File: src/rtl/adc_capture_trigger.sv
// adc_capture_trigger: gates one RF-ADC AXIS stream into a fixed-length
// capture window. An arm command plus a trigger open the window, and the
// final beat of the window carries tlast. Beats that find the single-entry
// output register still occupied are dropped, and the sticky overflow flag
// records the loss. The window length always stays a fixed time span.
module adc_capture_trigger #(
    parameter int DATA_W   = 128,
    parameter int SAMPLE_W = 16,
    parameter int CNT_W    = 32
) (
    input  logic                       rf_clk,
    input  logic                       rf_rstb,
    input  logic                       s_axis_tvalid,
    output logic                       s_axis_tready,
    input  logic [DATA_W-1:0]          s_axis_tdata,
    output logic                       m_axis_tvalid,
    input  logic                       m_axis_tready,
    output logic [DATA_W-1:0]          m_axis_tdata,
    output logic                       m_axis_tlast,
    input  logic                       arm,
    input  logic                       abort,
    input  logic [1:0]                 trig_mode,
    input  logic signed [SAMPLE_W-1:0] trig_level,
    input  logic                       ext_trig,
    input  logic [CNT_W-1:0]           cap_beats,
    output logic [1:0]                 state,
    output logic [CNT_W-1:0]           beat_count,
    output logic                       overflow,
    output logic                       cap_done
);

    localparam int NUM_S = DATA_W / SAMPLE_W;

    typedef enum logic [1:0] {
        IDLE    = 2'd0,
        ARMED   = 2'd1,
        CAPTURE = 2'd2,
        DONE    = 2'd3
    } state_t;

    state_t                     cur_state;
    logic [CNT_W-1:0]           cap_len;
    logic signed [SAMPLE_W-1:0] prev_sample;
    logic                       prev_valid;

    logic                       arm_ok;
    logic                       level_hit;
    logic                       trigger;
    logic                       window_beat;
    logic                       is_last;
    logic                       load;
    logic signed [SAMPLE_W-1:0] cur_s;
    logic signed [SAMPLE_W-1:0] prv_s;
    logic                       prv_ok;

    // The ADC cannot be stalled.
    assign s_axis_tready = 1'b1;
    assign state         = cur_state;

    // An arm is accepted only when abort is absent, the length is non-zero,
    // and no window is in progress.
    assign arm_ok = arm && !abort && (cap_beats != '0) && (cur_state != CAPTURE);

    // Rising level crossing anywhere in the beat. Sample 0 is compared
    // against the last sample of the previous valid beat.
    always_comb begin
        // NOTE: every variable written here gets a default first, so no path leaves it unassigned and no latch is inferred.
        level_hit = 1'b0;
        cur_s     = '0;
        prv_s     = '0;
        prv_ok    = 1'b0;
        for (int i = 0; i < NUM_S; i++) begin
            cur_s = s_axis_tdata[i*SAMPLE_W +: SAMPLE_W];
            if (i == 0) begin
                prv_s  = prev_sample;
                prv_ok = prev_valid;
            end else begin
                prv_s  = s_axis_tdata[(i-1)*SAMPLE_W +: SAMPLE_W];
                prv_ok = 1'b1;
            end
            if (prv_ok && (cur_s >= trig_level) && (prv_s < trig_level)) begin
                level_hit = 1'b1;
            end
        end
    end

    // Trigger source selection. Mode 3 never fires.
    always_comb begin
        trigger = 1'b0;
        case (trig_mode)
            2'd0:    trigger = 1'b1;
            2'd1:    trigger = level_hit;
            2'd2:    trigger = ext_trig;
            default: trigger = 1'b0;
        endcase
    end

    // A window beat is the triggering beat in ARMED, or any valid beat in CAPTURE.
    assign window_beat = s_axis_tvalid && !abort &&
                         (((cur_state == ARMED) && !arm_ok && trigger) ||
                          (cur_state == CAPTURE));
    assign is_last     = ((beat_count + CNT_W'(1)) == cap_len);
    assign load        = window_beat && (!m_axis_tvalid || m_axis_tready);

    // Control FSM, window bookkeeping and status flags.
    always_ff @(posedge rf_clk or negedge rf_rstb) begin
        if (!rf_rstb) begin
            cur_state   <= IDLE;
            cap_len     <= '0;
            beat_count  <= '0;
            overflow    <= 1'b0;
            cap_done    <= 1'b0;
            prev_sample <= '0;
            prev_valid  <= 1'b0;
        end else begin
            // NOTE: non-blocking assignments make every register see pre-edge values, whatever the statement order.
            if (abort) begin
                cur_state <= IDLE;
            end else begin
                case (cur_state)
                    IDLE:    if (arm_ok) cur_state <= ARMED;
                    ARMED:   if (!arm_ok && window_beat) cur_state <= is_last ? DONE : CAPTURE;
                    CAPTURE: if (window_beat && is_last) cur_state <= DONE;
                    DONE:    if (arm_ok) cur_state <= ARMED;
                    default: cur_state <= IDLE;
                endcase
            end

            if (arm_ok) begin
                cap_len    <= cap_beats;
                beat_count <= '0;
            end else if (window_beat) begin
                beat_count <= beat_count + CNT_W'(1);
            end

            if (arm_ok) begin
                overflow <= 1'b0;
            end else if (window_beat && !load) begin
                overflow <= 1'b1;
            end

            if (abort || arm_ok) begin
                cap_done <= 1'b0;
            end else if ((cur_state == DONE) && m_axis_tvalid && m_axis_tready && m_axis_tlast) begin
                cap_done <= 1'b1;
            end else if (window_beat && is_last && !load) begin
                cap_done <= 1'b1;
            end

            // The first beat after arming has no valid predecessor sample.
            if (arm_ok) begin
                prev_valid <= 1'b0;
            end else if (s_axis_tvalid) begin
                prev_sample <= s_axis_tdata[DATA_W-1 -: SAMPLE_W];
                prev_valid  <= 1'b1;
            end
        end
    end

    // Single-entry output register: one cycle of latency, with no combinational path from s_axis.
    always_ff @(posedge rf_clk or negedge rf_rstb) begin
        if (!rf_rstb) begin
            // NOTE: the data register is a plain flop rather than a memory, so it is cheap to reset to a known value.
            m_axis_tvalid <= 1'b0;
            m_axis_tlast  <= 1'b0;
            m_axis_tdata  <= '0;
        end else if (abort) begin
            m_axis_tvalid <= 1'b0;
            m_axis_tlast  <= 1'b0;
        end else if (load) begin
            m_axis_tvalid <= 1'b1;
            m_axis_tlast  <= is_last;
            m_axis_tdata  <= s_axis_tdata;
        end else if (m_axis_tready) begin
            m_axis_tvalid <= 1'b0;
        end
    end

endmodule

File: config.mk
export PLATFORM = sky130hd
export DESIGN_NAME = adc_capture_trigger
export DESIGN_NICKNAME = d
export VERILOG_FILES = /design/src/rtl/adc_capture_trigger.sv
export SDC_FILE = /design/constraint.sdc
export NUM_CORES = 1
export LEC_CHECK = 0
export BUFFER_PORTS_ARGS = -buffer_cell sky130_fd_sc_hd__buf_2
export CAP_MARGIN = 30
export CORE_UTILIZATION = 49
export CTS_CLUSTER_DIAMETER = 30
export DETAILED_ROUTE_END_ITERATION = 12
export PLACE_DENSITY = 0.78
export SYNTH_ARGS = -nofsm -noshare
export SYNTH_HDL_FRONTEND = slang
export SYNTH_SLANG_ARGS = --single-unit
File: constraint.sdc
create_clock -name rf_clk -period 2.76 [get_ports rf_clk]
set_input_delay 0.276 -clock rf_clk [delete_from_list [all_inputs] [get_ports rf_clk]]
set_output_delay 0.276 -clock rf_clk [all_outputs]
set_load 0.05 [all_outputs]
==> results of run 1 <==
placed cells by master (no fill, tap or decap), types with 32 or more instances in the layout:
cell type	Yosys	routed
buf_2	13	342
buf_6	15	32
inv_1	48	39
nor2_1	36	33
mux2_2	37	36
ha_1	148	121
clkbuf_16	0	52
nand4_1	38	38
dfrtp_1	215	195
buf_4	2	238
nand2_1	155	152
mux2_4	112	119
a21oi_1	59	47
dlygate4sd3_1	0	32
registers in the layout, indices dropped and copies added (netlist names):
signal         count
m_axis_tlast       1
m_axis_tvalid      1
beat_count        32
state              2
m_axis_tdata     128
overflow           1
cap_len           32
cap_done           1
prev_valid         1
prev_sample       16
critical path: cells and delay by family:
kind | cells | cell delay (ns)
simple gates | 1 | 0.17
fa+ha+maj | 1 | 0.29
mux | 1 | 0.32
buf+inv | 5 | 0.84
compound gates | 6 | 1.83
power groups by stage:
| stage | clock, W | combinational, W | sequential, W |
|---|---|---|---|
| detailed placement | 0 | 0.00876 | 0.00515 |
| floorplan | 0 | 0.00300 | 0.00841 |
| CTS | 0.00571 | 0.00898 | 0.00520 |
| global route | 0.00589 | 0.00991 | 0.00535 |
| global placement | 0 | 0.00852 | 0.00517 |
| finish | 0.00569 | 0.00957 | 0.00528 |
stage by stage:
step	TNS (ns)	total power, W	instances
after global routing	-97.40	0.0211	2359
after floorplan	-55.59	0.0114	1263
after global placement	-134.26	0.0137	2196
final	-79.36	0.0205	2359
after CTS	-41.08	0.0199	2328
after detailed placement	-141.57	0.0139	2196
cell type report:
cell class | instances | area (sq um)
antenna | 6 | 15.0
tap | 378 | 473
fill | 1618 | 6290
multi-input combinational | 950 | 8900
clock buffer | 55 | 1250
timing repair buffer | 681 | 4890
clock inverter | 26 | 352
inverter | 48 | 210
sequential | 215 | 5410
routing by layer:
metal  up-vias  track usage  routed length [um]
li1       6022            -                   -
met1      6912        0.399               20100
met2       978        0.611               28000
met3       367       0.0688                4810
met4         2        0.228                4740
met5         -            0                  13
worst min-delay path by stage:
| stage | start | end |
|---|---|---|
| 2_1_floorplan | rf_rstb | beat_count[0] |
| 3_3_place_gp | rf_rstb | cap_len[6] |
| 3_5_place_dp | rf_rstb | cap_len[5] |
| 4_1_cts | cap_beats[27] | cap_len[27] |
| 5_1_grt | s_axis_tdata[6] | m_axis_tdata[6] |
| 6_report | s_axis_tdata[16] | m_axis_tdata[16] |
cells by family after synthesis:
group,count (synthesis)
and+or+nand+nor,374
AOI/OAI and AO/OA,209
DFF,215
other,1
buffers and inverters,98
muxes,173
adders and majority gates,148
xor gates and xnor gates,45
repair_timing:
item                                    in CTS  in global routing
endpoints found under the hold margin      110                  0
pin swaps                                    8                 47
gates cloned                                 1                  6
hold buffers                                32                  0
resized for setup                           59                127
setup buffers                               18                 22
endpoints found under the setup margin     166                172
==> out/metrics.cfg, run 1 <==
[run]
cap_violations=0

[synthesis]
synth_cells=1263
synth_top_family_by_area=multiplexers
synthMuxAreaShare=0.170
ys.flop_type=dfrtp_1
synthAdderAreaFrac=0.134
synth_seq_area_share=0.389
synth_common_cells=dfrtp_1, nand2_1, ha_1
yosys.area.top_type_share=0.389
synth_xor_area_frac=0.0285
synth_edf_count=0
synth_cell_types=77
syn-num-nets=1596
synth_area_leaders=dfrtp_1, ha_1, mux2_4, nand2_1, mux2_2
post-synth-top-count-cell=dfrtp_1
ys_seq_elements=215
syn_area_per_cell_sq_um=10.9
synth_async_sr_flop_share=1.00
synth_compound_area_frac=0.106
yosysTopAreaCell=dfrtp_1
synth_simple_gate_area_share=0.136
synth_area_sq_um=13800
yosys_warnings=0

[placed_design]
post-place-ws_ns=-0.916
port_buffers=350
gp_congestion=0.933
hpwl_um=36300
place_area_sq_um=18100

[global_routing]
first_global_vias=14400
grtUsageTotal=0.353
overflow=0
grt_pass1_wl_um=77900
grt_max_degree=86
antenna_found_initial=7

[drt]
antenna_left=0
routed_wirelength_um=57700
wl_per_cell_um=24.4
vias_per_cell=6.05
first_iter_violations=1154
drtPass1Iterations=7
drcViolationCount=0
vias=14300

[sta]
whs_ns=0.0153
skew_ns=0.0322
rsz0062_at_grt=true
finalHoldViolations=0
slew_viol_final=0
fmax_ghz=0.301
tightestPinTransition_ns=0.737
setup_ws_ns=-0.567
slew_headroom=0.509
fin_crit_ns=3.33
final-setup-viol-count=166
timing.final.crit_share=1.21

[power_and_ir_drop]
ir_drop_mv=1.28
p_comb_frac=0.466
p_sw_frac=0.433
p_per_area_nw_per_um2=956
pwr-share-clk=0.277
p_leak_nw=10.5
internal_power_w=0.0116
switchingPower_w=0.00888
p_seq_frac=0.257

[clock_network]
cts_made_buffers=45
clkLatencyLatePin_ns=0.54
clkSinkCount=215
cts-root-buf=clkbuf_16
cts_buffer_depth=3
cts.htree.levels=2
cts_tree=yes
path_clk_slew_ns=0.05

[setup_path]
crit_type=input pin to register
start_kind=input pin
ff2ff_path_depth=12
cp.required_ns=3.17
crit_chain=buf_8 -> clkinvlp_4 -> buf_6 -> ha_4 -> nor2b_4 -> o211ai_1 -> a2111oi_4 -> o31a_1 -> a211oi_2 -> a221o_1 -> o311a_4 -> buf_12 -> buf_16 -> mux2_4
slowest_delay_ns=0.52
r2r-start=prev_sample[7]
worstSetupEndpointType=register
critPathLaunch=trig_level[1]
cp_max_fo=17
crit_path_end=m_axis_tdata[22]
critPathSlowestCell=a2111oi_4
arrival_ns=3.73
r2r_end=m_axis_tdata[22]
reg2reg_setup_slack_ns=-0.36

[final_layout]
final_util=0.773
final_cell_area_sq_um=21500
final_nets=2274
syn2layout_area_growth_pct=55.4
drive_gt1_frac=0.527

[die]
fp-row-count=61
io_pins=352
die_y_um=170
core_area_sq_um=27800
die_w_um=170
start_util=0.498
dieArea_sq_um=28900

[outcome]
status=complete, but fails checks
violations=negative setup slack

[hold_path]
holdPathStages=2
hp-class=input pin to register

Power figures use the tool's default switching activity.
==> run 2: changes to the inputs <==
- CORE_UTILIZATION: 49 -> 40
- PLACE_DENSITY: 0.78 -> 0.65
- SETUP_SLACK_MARGIN: unset -> 0.02
==> run 2 against run 1 <==
Net effect: the flow still finishes with violations (negative setup slack); wire length is 8.1% lower; clock-buffer cell count increased by 17; utilization is 12 points lower; critical path depth increased by 1; die area up 22%; non-clock buffer count up 29; combinational power fell by 0.5%; worst hold slack worse by 0.0061 ns; largest power group unchanged; total power up 2.3%.
==> out/metrics.cfg, run 2 (synthesis results as in run 1) <==
[final_layout]
syn2layout_area_growth_pct=60.7  ; was 55.4%
final_nets=2313  ; was 2274
largest_register_ffs=128  ; unchanged
final_cell_mix=buf_2, buf_4, dfrtp_1  ; unchanged
final_cell_area_sq_um=22200  ; was 21500 sq um
final_util=0.658  ; was 0.773
drive_gt1_frac=0.531  ; was 0.527
largest_register=m_axis_tdata  ; unchanged
reg.largest.list=m_axis_tdata: 128 flops, beat_count: 32 flops, cap_len: 32 flops  ; unchanged
final_common_cell=buf_2  ; unchanged

[global_routing]
grt_pass1_wl_um=74700  ; was 77900 um
first_global_vias=13400  ; was 14.4k
grt_max_degree=72  ; was 86
antenna_found_initial=4  ; was 7
grtUsageTotal=0.272  ; was 0.353
overflow=0  ; unchanged

[setup_path]
critPathSlowestCell=or4_4  ; was a2111oi_4
critPathTopFamily=compound AO/OA/AOI/OAI gates  ; unchanged
crit_chain=buf_2 -> inv_2 -> buf_12 -> ha_1 -> nand2_1 -> o21a_1 -> o22ai_2 -> or4_4 -> o311ai_4 -> o2111ai_2 -> buf_4 -> o311a_4 -> buf_12 -> clkbuf_16 -> mux2_4  ; was buf_8 -> clkinvlp_4 -> buf_6 -> ha_4 -> nor2b_4 -> o211ai_1 -> a2111oi_4 -> o31a_1 -> a211oi_2 -> a221o_1 -> o311a_4 -> buf_12 -> buf_16 -> mux2_4
cp_max_fo=8  ; was 17
slowest_delay_ns=0.54  ; was 0.52 ns
arrival_ns=3.59  ; was 3.73 ns
worstSetupEndpointType=register  ; unchanged
cpMostUsedCell=buf_12
critPathBufInv=6  ; was 5
crit_type=input pin to register  ; unchanged
cp.required_ns=3.18  ; was 3.17 ns
start_kind=input pin  ; unchanged

[sta]
final-setup-viol-count=165  ; was 166
tightestPinTransition_ns=0.591  ; was 0.737 ns
finalHoldViolations=0  ; unchanged
fin_tns_setup_ns=-56.14  ; was -79.36 ns
slew_viol_final=0  ; unchanged
fin_crit_ns=3.17  ; was 3.33 ns
slew_headroom=0.602  ; was 0.509
setup_ws_ns=-0.413  ; was -0.567 ns
skew_ns=0.0244  ; was 0.0322 ns
rsz0062_at_grt=true  ; unchanged
timing.final.crit_share=1.15  ; was 1.21
fmax_ghz=0.315  ; was 0.301 GHz

[placed_design]
gp_congestion=0.904  ; was 0.933
place_area_sq_um=18200  ; was 18100 sq um
hpwl_um=36700  ; was 36300 um
post-place-ws_ns=-0.908  ; was -0.916 ns
port_buffers=350  ; unchanged

[clock_network]
cts_tree=yes  ; unchanged
path_clk_slew_ns=0.05  ; about the same
cts_buffer_depth=3  ; unchanged
cts-root-buf=clkbuf_16  ; unchanged
clkLatencyLatePin_ns=0.55  ; was 0.54 ns
clkSinkCount=215  ; unchanged
cts_made_buffers=54  ; was 45
cts.htree.levels=2  ; unchanged

[drt]
vias=13500  ; was 14.3k
drtPass1Iterations=5  ; was 7
vias_per_cell=5.45  ; was 6.05
routed_wirelength_um=53000  ; was 57700 um
wl_per_cell_um=21.5  ; was 24.4 um
drcViolationCount=0  ; unchanged
antenna_left=0  ; unchanged
first_iter_violations=724  ; was 1154

[die]
start_util=0.409  ; was 0.498
fp-row-count=67  ; was 61
die_y_um=188  ; was 170 um
die_w_um=188  ; was 170 um
io_pins=352  ; unchanged
core_area_sq_um=33800  ; was 27800 sq um
dieArea_sq_um=35300  ; was 28900 sq um

[power_and_ir_drop]
ir_drop_mv=0.989  ; was 1.28 mV
p_per_area_nw_per_um2=946  ; was 956 nW/um^2
p_leak_nw=10.8  ; was 10.5 nW

[outcome]
status=complete, but fails checks  ; unchanged
violations=negative setup slack  ; unchanged

[run]
cap_violations=0  ; unchanged

[hold_path]
hp-class=input pin to register  ; unchanged

-- run 2: cell types whose count changed in the layout (fill, tap and decap cells not counted), moves of 4 or more --
| cell | delta |
|---|---|
| clkbuf_16 | +14 |
| dlygate4sd3_1 | +11 |
| buf_4 | +8 |
| buf_6 | -7 |
| o21ai_2 | +7 |
| clkbuf_1 | +6 |
| o21ai_1 | -5 |
| and4_1 | +4 |
| buf_12 | +4 |
| clkbuf_8 | +4 |
| diode_2 | -4 |
| nor4_4 | -4 |
-- run 2: worst paths after layout --
check	slack, ns	startpoint	endpoint	cells past startpoint
min reg2reg	0.49	cap_len[2]	cap_len[2]	2
min in group asynchronous	0.33	rf_rstb	m_axis_tdata[43]	2
max	-0.41	trig_level[10]	m_axis_tdata[12]	15
max reg2reg	-0.34	prev_sample[2]	m_axis_tdata[12]	13
min	0.009	s_axis_tdata[102]	m_axis_tdata[102]	2
max in group asynchronous	1.61	rf_rstb	cap_done	3
-- run 2: timing repair --
action,4_1_cts,5_1_grt
endpoints found under the hold margin,109,0
buffers inserted,2,42
endpoints found under the setup margin,164,179
resized for setup,39,149
pin swaps,11,54
hold buffers,43,0
gates cloned,2,22
-- run 2: where the power goes --
| part | switching [W] | internal (W) |
|---|---|---|
| registers | 0.000844 | 0.00434 |
| clock network | 0.00196 | 0.00434 |
| logic | 0.00595 | 0.00358 |
| total | 0.00875 | 0.0123 |
-- run 2: area by class of cell --
cell class	count	area (sq um)
fill	2484	11600
multi-input combinational	951	8860
sequential	215	5410
timing repair buffer	710	5350
clock buffer	72	1500
tap	448	561
clock inverter	25	324
inverter	48	209
antenna	2	5.00
-- run 2: layer usage --
layer  global-route usage  vias to the layer above  share of wire
met1                0.338                     6573           0.40
li1                     -                     6100              -
met5                    0                        -        0.00045
met3               0.0580                      164          0.070
met2                0.464                      627           0.49
met4               0.0982                        4          0.042
-- run 2: stage by stage --
| step | total power [W] | hold WS [ns] | std cells |
|---|---|---|---|
| after floorplan | 0.0114 | -0.0196 | 1263 |
| after global placement | 0.0137 | 0.297 | 2262 |
| after detailed placement | 0.0138 | 0.302 | 2262 |
| after CTS | 0.0204 | 0.000599 | 2406 |
| after global routing | 0.0218 | 0.000465 | 2470 |
| final | 0.0210 | 0.00919 | 2471 |
